### src/rtl/fetch_unit.sv
`default_nettype none
// ============================================================================
// Module   : fetch_unit
// Purpose  : Instruction fetch stage feeding the instruction decoder. Holds a
//            small writable program memory and a program counter, and presents
//            one registered 8-bit instruction per enabled cycle.
// Ports    : clock, reset      - rising-edge clock, synchronous active-high reset
//            ena               - global enable (low = freeze, output NOP/invalid)
//            prog_we/addr/data - program-memory write port (IDLE/HALT only)
//            run               - start execution from address 0
//            halt_req          - stop execution (RUN only)
//            stall             - downstream not ready, hold output and pc
//            jump_en/jump_addr - redirect pc (one-cycle bubble)
//            instr_out/valid   - registered instruction to decoder
//            pc                - address of the next word to fetch
//            halted            - high in HALT state
// Config   : `define FETCH_HALT_OPCODE_EN makes a fetched 8'hFF halt the
//            program instead of being presented.
// Revision : 1.0 - initial release
// ============================================================================
module fetch_unit #(
    parameter int          ADDR_W    = 4,
    parameter logic [7:0]  NOP_INSTR = 8'hE0
) (
    input  logic              clock,
    input  logic              reset,
    input  logic              ena,
    input  logic              prog_we,
    input  logic [ADDR_W-1:0] prog_addr,
    input  logic [7:0]        prog_data,
    input  logic              run,
    input  logic              halt_req,
    input  logic              stall,
    input  logic              jump_en,
    input  logic [ADDR_W-1:0] jump_addr,
    output logic [7:0]        instr_out,
    output logic              instr_valid,
    output logic [ADDR_W-1:0] pc,
    output logic              halted
);

    localparam int c_depth = 2 ** ADDR_W;

    typedef enum logic [1:0] {
        S_IDLE = 2'd0,
        S_RUN  = 2'd1,
        S_HALT = 2'd2
    } state_t;

    state_t     r_state;
    logic [7:0] r_mem [c_depth];

    logic [7:0] w_fetch;
    logic       w_halt_op;
    logic       w_mem_we;

    assign w_fetch = r_mem[pc];

`ifdef FETCH_HALT_OPCODE_EN
    assign w_halt_op = (w_fetch == 8'hFF);
`else
    assign w_halt_op = 1'b0;
`endif

    // Memory is only writable while not running; it has no reset so the
    // loaded program survives a reset.
    assign w_mem_we = !reset && ena && prog_we && (r_state != S_RUN);

    always_ff @(posedge clock) begin
        if (w_mem_we) begin
            r_mem[prog_addr] <= prog_data;
        end
    end

    always_ff @(posedge clock) begin
        if (reset) begin
            r_state     <= S_IDLE;
            pc          <= '0;
            instr_out   <= NOP_INSTR;
            instr_valid <= 1'b0;
            halted      <= 1'b0;
        end else if (!ena) begin
            // Freeze state and pc; output goes idle.
            instr_out   <= NOP_INSTR;
            instr_valid <= 1'b0;
        end else begin
            case (r_state)
                S_RUN: begin
                    if (halt_req) begin
                        r_state     <= S_HALT;
                        halted      <= 1'b1;
                        instr_out   <= NOP_INSTR;
                        instr_valid <= 1'b0;
                    end else if (jump_en) begin
                        // Jump wins over stall; a bubble precedes the target.
                        pc          <= jump_addr;
                        instr_out   <= NOP_INSTR;
                        instr_valid <= 1'b0;
                    end else if (stall) begin
                        // Hold everything.
                    end else if (w_halt_op) begin
                        r_state     <= S_HALT;
                        halted      <= 1'b1;
                        instr_out   <= NOP_INSTR;
                        instr_valid <= 1'b0;
                    end else begin
                        instr_out   <= w_fetch;
                        instr_valid <= 1'b1;
                        pc          <= pc + 1'b1;
                    end
                end
                default: begin
                    // IDLE and HALT share behaviour apart from the halted flag.
                    instr_out   <= NOP_INSTR;
                    instr_valid <= 1'b0;
                    if (run) begin
                        r_state <= S_RUN;
                        pc      <= '0;
                        halted  <= 1'b0;
                    end
                end
            endcase
        end
    end

endmodule
`default_nettype wire

### config.mk
export PLATFORM = sky130hd
export DESIGN_NAME = fetch_unit
export DESIGN_NICKNAME = d
export VERILOG_FILES = /design/src/rtl/fetch_unit.sv
export SDC_FILE = /design/constraint.sdc
export NUM_CORES = 1
export LEC_CHECK = 0
export CORE_UTILIZATION = 57
export DETAILED_ROUTE_END_ITERATION = 10
export PLACE_DENSITY = 0.83
export SETUP_SLACK_MARGIN = 0.5
export SLEW_MARGIN = 40
export SYNTH_ARGS = -nofsm -noshare
export SYNTH_HDL_FRONTEND = slang
export SYNTH_SLANG_ARGS = --single-unit
### constraint.sdc
create_clock -name clock -period 4.05 [get_ports clock]
set_input_delay 0.81 -clock clock [delete_from_list [all_inputs] [get_ports clock]]
set_output_delay 0.81 -clock clock [all_outputs]
set_load 0.005 [all_outputs]
==> results of run 1 <==
## through the flow
step                      area [um2]  total power (W)  hold slack (ns)
after floorplan                 5704         0.001680           0.4402
final                           6771         0.003236           0.4474
after CTS                       6771         0.003248           0.4511
after global routing            6771         0.003319           0.4853
after detailed placement        6185         0.001739           0.4414
after global placement          6182         0.001737           0.4355
## sequential cells by signal, summed over array words and instances (netlist names)
| register | flops |
|---|---|
| halted | 1 |
| instr_out | 8 |
| r_state | 1 |
| pc | 4 |
| instr_valid | 1 |
| r_mem | 128 |
## layout make-up
class	count	area share [%]
Sequential cell	143	61.25
Tap cell	133	2.458
Timing Repair Buffer	44	6.245
Clock inverter	13	2.439
Clock buffer	19	6.227
Inverter	2	0.1109
Multi-Input combinational cell	169	21.27
## per-layer routing
metal / GRT usage, % / wire length (um) / part of all wire, % / up-vias
li1: - / - / - / 1408
met1: 34.32 / 4936 / 40 / 1609
met2: 39.86 / 5903 / 48 / 202
met3: 7.934 / 1044 / 8.5 / 26
met4: 12.64 / 338 / 2.8 / 0
met5: 0 / 0 / 0 / -
## cells by family (layout without fill, tap and decap cells)
kind of cell / count (synthesis) / count (layout)
multiplexers: 42 / 42
AND/OR/NAND/NOR: 89 / 89
AO/OA/AOI/OAI: 35 / 35
buffers and inverters: 18 / 78
adder cells (fa/ha/maj): 1 / 1
XOR/XNOR: 2 / 2
flip-flops: 143 / 143
## placed cells by master (no fill, tap or decap), types with 3 or more instances in the layout
master and count:
o21ai_0 4, mux4_2 9, edfxtp_1 128, bufinv_16 3
nor2_1 29, a21oi_2 3, buf_4 7, nand3_1 16
clkinv_4 4, nor2b_1 8, a21oi_1 10, dfxtp_1 14
nor3_1 6, a31oi_1 5, mux4_1 14, clkdlybuf4s50_1 37
clkinvlp_4 3, nand2_1 19, mux2i_1 18, a22oi_1 12
clkbuf_16 16, nand4_1 3
## worst paths after layout
check / to / cells after the start / slack, ns / from
min reg2reg: instr_valid$_SDFFE_PP0N_ / 2 / 0.45 / instr_valid$_SDFFE_PP0N_
max reg2reg: instr_out[3]$_SDFFE_PP0N_ / 5 / 1.70 / pc[1]$_SDFFE_PP0P_
min: instr_valid$_SDFFE_PP0N_ / 2 / 0.45 / instr_valid$_SDFFE_PP0N_
max: r_mem[8][4]$_DFFE_PP_ / 4 / 1.35 / reset
## power breakdown
part           total [W]  internal (W)  leakage [nW]  switching (W)
combinational  0.0000926     0.0000369         0.573      0.0000557
sequential       0.00162       0.00161          1.27     0.00000485
clock            0.00153      0.000939         0.276       0.000586
total            0.00324       0.00259          2.12       0.000647
## worst reg2reg max path, cell delays in order, from the launching register on
cell and delay (ns):
dfxtp_4 0.73, mux4_1 0.71, a22oi_1 0.43, a31oi_1 0.14, a21oi_1 0.16, nor2_1 0.06
==> flow_summary.ini, run 1 <==
[status]
outcome = finished, final reports clean

[sta]
setup_viol = 0
period_share_pct = 66.55
setup_ws_ns = 1.355
fin_skew_ns = 0.009820
slew_headroom_pct = 47.44
finalSetupTns_ns = 0
slew_violations = 0
fin_crit_ns = 2.695
tightest_slew_ns = 0.7854
rsz0062_at_grt = no
finalHoldViolCount = 0
max_freq_mhz = 371.0

[die]
ioPinCount = 38
die_h_um = 102.0
core_region_area_um2 = 9729
die_x_um = 102.0
fp-row-count = 36
die_area_um2 = 10410
initial_core_util_pct = 58.63

[yosys]
synthXorXnorAreaFrac_pct = 0.3071
synthAdderAreaFrac_pct = 0.2193
synth_edf_count = 128
syn_nets = 355
synth_top_family_by_area = multiplexers
async_flop_share_pct = 0
post-synth-top-count-cell = edfxtp_1
synth_cell_types = 33
synth_top_area_share_pct = 67.38
synth_commonest_cells = 128 x edfxtp_1, 29 x nor2_1, 19 x nand2_1, 18 x mux2i_1, 16 x nand3_1
yosys-top-cells-area = edfxtp_1 67%, mux4_1 6.4%, dfxtp_1 5.3%
yosysSeqAreaShare_pct = 72.65
synth.area.mux_share_pct = 13.36
ys_ff_latch = 143
syn_area_per_cell_um2 = 17.29
ys_warn_count = 0
synth_simple_gate_area_share_pct = 7.392
synth_compound_area_share_pct = 3.970
synth_top_area_cell = edfxtp_1
netlist_area_um2 = 5704
syn_inst = 330
synth_top_flop_cell = edfxtp_1

[setup_path]
start_kind = input pin
crit_slowest_cell = nor2_1
cp.required_ns = 4.19
crit_chain = clkdlybuf4s50_1, nand4b_1, or3_1, nor2_1
cp-end-kind = flip-flop
cp.arrival_ns = 2.84
critPathKind = in -> reg
path_delay_family = simple AND/OR/NAND/NOR gates
cpPeakStageDelay_ns = 0.57
cp_num_buf_inv = 1
critPathMaxFanout = 8

[placement]
gp_congestion = 0.8487
place_ws_ns = 0.9428
dp_cells = 491
dp_hpwl_um = 7869
io_buffers = 37

[clock_tree]
htree_levels = 4
clockBufferDepth = 2
cts-buffers-inserted = 17
root_buffer = clkbuf_8
cts_hold_buf = 0
cts_tree = done
clkSlewWorstSetupHoldPaths_ns = 0.06
cts-resized-gates = 0
postCtsSetupRepairBufs = 0
clkLatencyLatePin_ns = 0.52
cts.sinks = 143

[finish]
fill_cells = 616
postLayoutCoreUtil_pct = 69.60
drive_gt1_share_pct = 13.08
final_nets = 402
multi_input_area_um2 = 1440
regArea_um2 = 4148
final_cells = 523
synthToLayoutAreaGrowth_pct = 18.71
antenna_cells = 0

[detailed_routing]
via_per_inst = 6.205
wl_per_cell_um = 23.37
drt_iter0_drc = 256
dr_total_vias = 3245
drt_wl_total_um = 12220
drc = 0
ant_nets = 0
detail_route.first_pass.iterations = 5

[job]
max-cap-violations = 0

[min_path]
min_path_type = reg -> reg

[global_route]
antenna_found_initial = 0
grt_max_degree = 39
grt_pass1_vias = 3147
grt_pass1_wl_um = 18230
gr-total-overflow = 0
grt_use_total_pct = 26.01

[power_and_ir_drop]
power.density_nw_per_um2 = 477.8
vdd_drop_max_uv = 332.3
p_leak_nw = 2.122
Power figures use the tool's default switching activity.
==> run 2: changes to the inputs <==
- CORE_UTILIZATION: 57 -> 53
- PLACE_DENSITY: 0.83 -> 0.82
- clock period: 4.05 -> 2.2 ns (I/O delays scaled with it)
==> run 2 against run 1 <==
Clock power up 100%. Cell count increased by 8.8%. Global-route usage up 0.22 points. Clock skew rose by 0.0019 ns. Sequential cell count did not move. Critical path depth increased by 3. Largest cell class unchanged.
==> flow_summary.ini, run 2 (synthesis gave the netlist of run 1 again) <==
[sta]
tightest_slew_ns = 0.7303
rsz0062_at_grt = yes
finalHoldViolCount = 0
fin_skew_ns = 0.01176
slew_violations = 0
finalSetupTns_ns = 0
holdWs_ns = 0.4502
max_freq_mhz = 532.3
fin_crit_ns = 1.879
period_share_pct = 85.40
slew_headroom_pct = 51.14
setup_viol = 0

[setup_path]
cp.arrival_ns = 2.31
critPathKind = reg -> reg
cp-end-kind = flip-flop
reg2reg_depth = 7
critPathMaxFanout = 9
cp.required_ns = 2.63
crit_start = pc[1]$_SDFFE_PP0P_
start_kind = flip-flop
rr_startpoint = pc[1]$_SDFFE_PP0P_

[clock_tree]
cts-buffers-inserted = 17
clockBufferDepth = 2
root_buffer = clkbuf_8
htree_levels = 4
cts_tree = done
clkSlewWorstSetupHoldPaths_ns = 0.06
clkLatencyLatePin_ns = 0.54
cts.sinks = 143

[global_route]
grt_pass1_vias = 3412
grt_pass1_wl_um = 20310
grt_use_total_pct = 26.23
grt_max_degree = 17
gr-total-overflow = 0
antenna_found_initial = 0

[min_path]
hold_path.startpoint = instr_valid$_SDFFE_PP0N_
hold_path_depth = 2
min_path_type = reg -> reg

[die]
die_h_um = 105.7
fp-row-count = 37
core_region_area_um2 = 10370
initial_core_util_pct = 55.01
die_x_um = 105.7
die_area_um2 = 11180
ioPinCount = 38

[power_and_ir_drop]
power_frac_seq_pct = 47.2
total_power_w = 0.006288
power.density_nw_per_um2 = 844.6
vdd_drop_max_uv = 553.4
p_leak_nw = 2.458
p_sw_share_pct = 20.18
p_sw_w = 0.001269
p_int_w = 0.005019
p_clk_share_pct = 49.3
combinationalPowerShare_pct = 3.5

[detailed_routing]
ant_nets = 0
drc = 0
wl_per_cell_um = 25.08
drt_wl_total_um = 14270
dr_total_vias = 3501
drt_iter0_drc = 371
via_per_inst = 6.153
detail_route.first_pass.iterations = 5

[finish]
regArea_um2 = 4165
top_regs = r_mem (128), instr_out (8), pc (4)
postLayoutCoreUtil_pct = 71.79
antenna_cells = 0
largest_reg_flops = 128
fill_cells = 611
postLayoutCellArea_um2 = 7445
multi_input_area_um2 = 1590
layout_common_cells = 128 x edfxtp_1, 33 x buf_4, 22 x clkdlybuf4s50_1
synthToLayoutAreaGrowth_pct = 30.51
final_nets = 445
drive_gt1_share_pct = 33.49
regMostFlops = r_mem
final_common_cell = edfxtp_1

[placement]
placed_cell_area_um2 = 6432
io_buffers = 37
dp_hpwl_um = 7834
gp_congestion = 0.8004

[status]
outcome = finished, final reports clean

[job]
max-cap-violations = 0
run 2: layout make-up:
cell class | count | area share [%]
Sequential cell | 143 | 55.95
Multi-Input combinational cell | 169 | 21.36
Timing Repair Buffer | 87 | 11.75
Clock buffer | 19 | 5.664
Clock inverter | 13 | 2.891
Tap cell | 136 | 2.286
Inverter | 2 | 0.1008
run 2: path summary, 6_finish.rpt:
| check | to | slack (ns) |
|---|---|---|
| worst max-delay path | instr_out[4]$_SDFFE_PP0N_ | 0.32 |
| worst max register to register | instr_out[4]$_SDFFE_PP0N_ | 0.32 |
| worst min register to register | instr_valid$_SDFFE_PP0N_ | 0.45 |
| worst min-delay path | instr_valid$_SDFFE_PP0N_ | 0.45 |
run 2: layer usage:
metal / vias to the layer above / routed length, um / track usage (%)
met2: 208 / 7160 / 41.55
met5: - / 0 / 0
met4: 0 / 353 / 10.12
met1: 1777 / 5493 / 34.77
met3: 30 / 1265 / 7.236
li1: 1486 / - / -
run 2: what timing repair did:
item,4_1_cts,5_1_grt
pin swaps,8,10
hold buffers,0,0
setup buffers,13,3
resized for setup,63,29
setup endpoints to repair,143,110
cloned,1,0
run 2: through the flow:
stage | setup WS [ns] | instances
after floorplan | 0.3816 | 330
after global placement | -0.1197 | 520
after detailed placement | -0.2280 | 520
after CTS | 0.3540 | 566
after global routing | 0.2386 | 569
final | 0.3213 | 569
run 2: power by group through the flow:
stage	logic [W]	clock network [W]	registers, W
floorplan	0.0000646	0	0.00303
global placement	0.000173	0	0.00303
detailed placement	0.000180	0	0.00303
CTS	0.000201	0.00309	0.00297
global route	0.000232	0.00323	0.00297
finish	0.000219	0.00310	0.00297
run 2: worst max-delay path, stage by stage, from the launching register on:
cell	delay [ns]
dfxtp_4	0.38
buf_12	0.15
buf_4	0.13
mux4_2	0.53
a22oi_2	0.26
a31oi_2	0.14
a21oi_1	0.13
nor2_1	0.05
==> RTL edit (config.mk and constraints of run 2) <==
Change the parameter `ADDR_W` from 4 to 5.
--- a/src/rtl/fetch_unit.sv
+++ b/src/rtl/fetch_unit.sv
@@ -19,7 +19,7 @@
 // Revision : 1.0 - initial release
 // ============================================================================
 module fetch_unit #(
-    parameter int          ADDR_W    = 4,
+    parameter int          ADDR_W    = 5,
     parameter logic [7:0]  NOP_INSTR = 8'hE0
 ) (
     input  logic              clock,
Ports: changed (resized jump_addr, pc and prog_addr); port bits go from 38 to 41. No check against the original RTL was run, so the function may have changed too.
==> RTL edit against run 2 <==
Fmax fell by 8.7%. Setup slack got worse by 180 ps. Area after synthesis rose by 92%. Clock power rose by 54%. Sequential cell count rose by 129. Sequential power rose by 91%. Largest power group is now sequential cells. Cell area rose by 88%. Wire length rose by 90%. Power rose by 73%.
==> RTL edit: results (changes against run 2) <==
status: "finished clean"  # unchanged
htree_levels: 1  # was 4
ctsLongestPathBuffers: 3  # was 2
met3_length_um: 2274  # was 1265 µm
synth.distinct_cells: 56  # was 33
slowest_delay_ps: 500  # was 530 ps
gr-usage-met3_pct: 4.389  # was 7.236%
p_sw_mw: 2.168  # was 1.269 mW
synth_compound_area_share_pct: 4.914  # was 3.970%
ys_top_cells_by_count: "256 x edfxtp_1, 43 x nor2_1, 37 x mux2i_1, 32 x mux4_2, 31 x nand2_1"  # was 128 x edfxtp_1, 29 x nor2_1, 19 x nand2_1, 18 x mux2i_1, 16 x nand3_1
leakagePower_nw: 4.457  # was 2.458 nW
clockPowerShare_pct: 44.0  # was 49.3%
yosysSeqAreaShare_pct: 73.30  # was 72.65%
grt_use_total_pct: 25.94  # was 26.23%
reg.largest.list: "r_mem x256, instr_out x8, pc x5"  # was r_mem x128, instr_out x8, pc x4
drt-pass1-iter-count: 5  # unchanged
synth.area.top_cells: "edfxtp_1 70%, mux4_2 6.6%, mux2i_1 3.4%"  # was edfxtp_1 67%, mux4_1 6.4%, dfxtp_1 5.3%
grt_pass1_vias: 6674  # was 3412
portBuffers: 40  # was 37
post-dp-hpwl_um: 15720  # was 7834 µm
cts_setup_buffers: 30  # was 13
synth-xor-area-share_pct: 0.08017  # was 0.3071%
syn_inst: 598  # was 330
cp_max_fo: 5  # was 9
grt_start_max_net_pins: 33  # was 17
drc: 0  # unchanged
timing.rr.end: "instr_out[3]"  # was instr_out[4]
finalPower_mw: 10.85  # was 6.288 mW
drt_iter0_markers: 667  # was 371
synth_edf_count: 256  # was 128
wl_met1_um: 10240  # was 5493 µm
post_dp_cell_area_um2: 12280  # was 6432 µm²
layout.cells.non_filler: 1025  # was 569
worst_pin_slew_ps: 506.6  # was 730.3 ps
finClkSkew_ps: 13.97  # was 11.76 ps
grt_pass1_wl_um: 40430  # was 20310 µm
clock-root-buffer: "clkbuf_16"  # was clkbuf_8
wl_per_cell_um: 26.52  # was 25.08 µm
final_nets: 762  # was 445
syn_nets: 625  # was 355
dp_cells: 942  # was 520
synthFlopType: "edfxtp_1"  # unchanged
grt_use_met1_pct: 34.60  # was 34.77%
dr_wl_met2_um: 13760  # was 7160 µm
drive_gt1_share_pct: 36.16  # was 33.49%
synth_adder_area_share_pct: 0.1145  # was 0.2193%
seq_power_share_pct: 52.2  # was 47.2%
synthMuxAreaShare_pct: 13.32  # was 13.36%
setup.worst_path.start: "pc[0]"  # was pc[1]
ir_drop_v: 0.0008511  # was 0.0005534 V
die_w_um: 145.6  # was 105.7 µm
arrival_ps: 2480  # was 2310 ps
gp_congestion: 0.8992  # was 0.8004
hold_slack_ps: 451.4  # was 450.2 ps
post-route-min-period_ps: 2057  # was 1879 ps
cts_buffers: 27  # was 17
-- RTL edit: changes by cell type after synthesis, moves of 8 or more --
cell and delta:
a21oi_1 +9, mux2i_1 +19, a22oi_1 -8, edfxtp_1 +128, nor2_1 +14, nand3_1 -10, nand2_1 +12, inv_1 +10
o22ai_1 +10, mux4_2 +23
-- RTL edit: cell families after synthesis --
logic type               after synthesis
adder cells (fa/ha/maj)                1
multiplexers                          84
flip-flops                           272
XOR/XNOR                               1
AO/OA/AOI/OAI                         78
AND/OR/NAND/NOR                      119
buffers and inverters                 43
-- RTL edit: final cells by class --
cell class / count / area (µm²)
tap: 270 / 337.8
timing repair buffer: 138 / 1541
sequential: 272 / 8036
inverter: 13 / 51.30
clock inverter: 17 / 230.2
multi-input combinational: 283 / 3110
fill: 1163 / 6232
clock buffer: 32 / 694.4
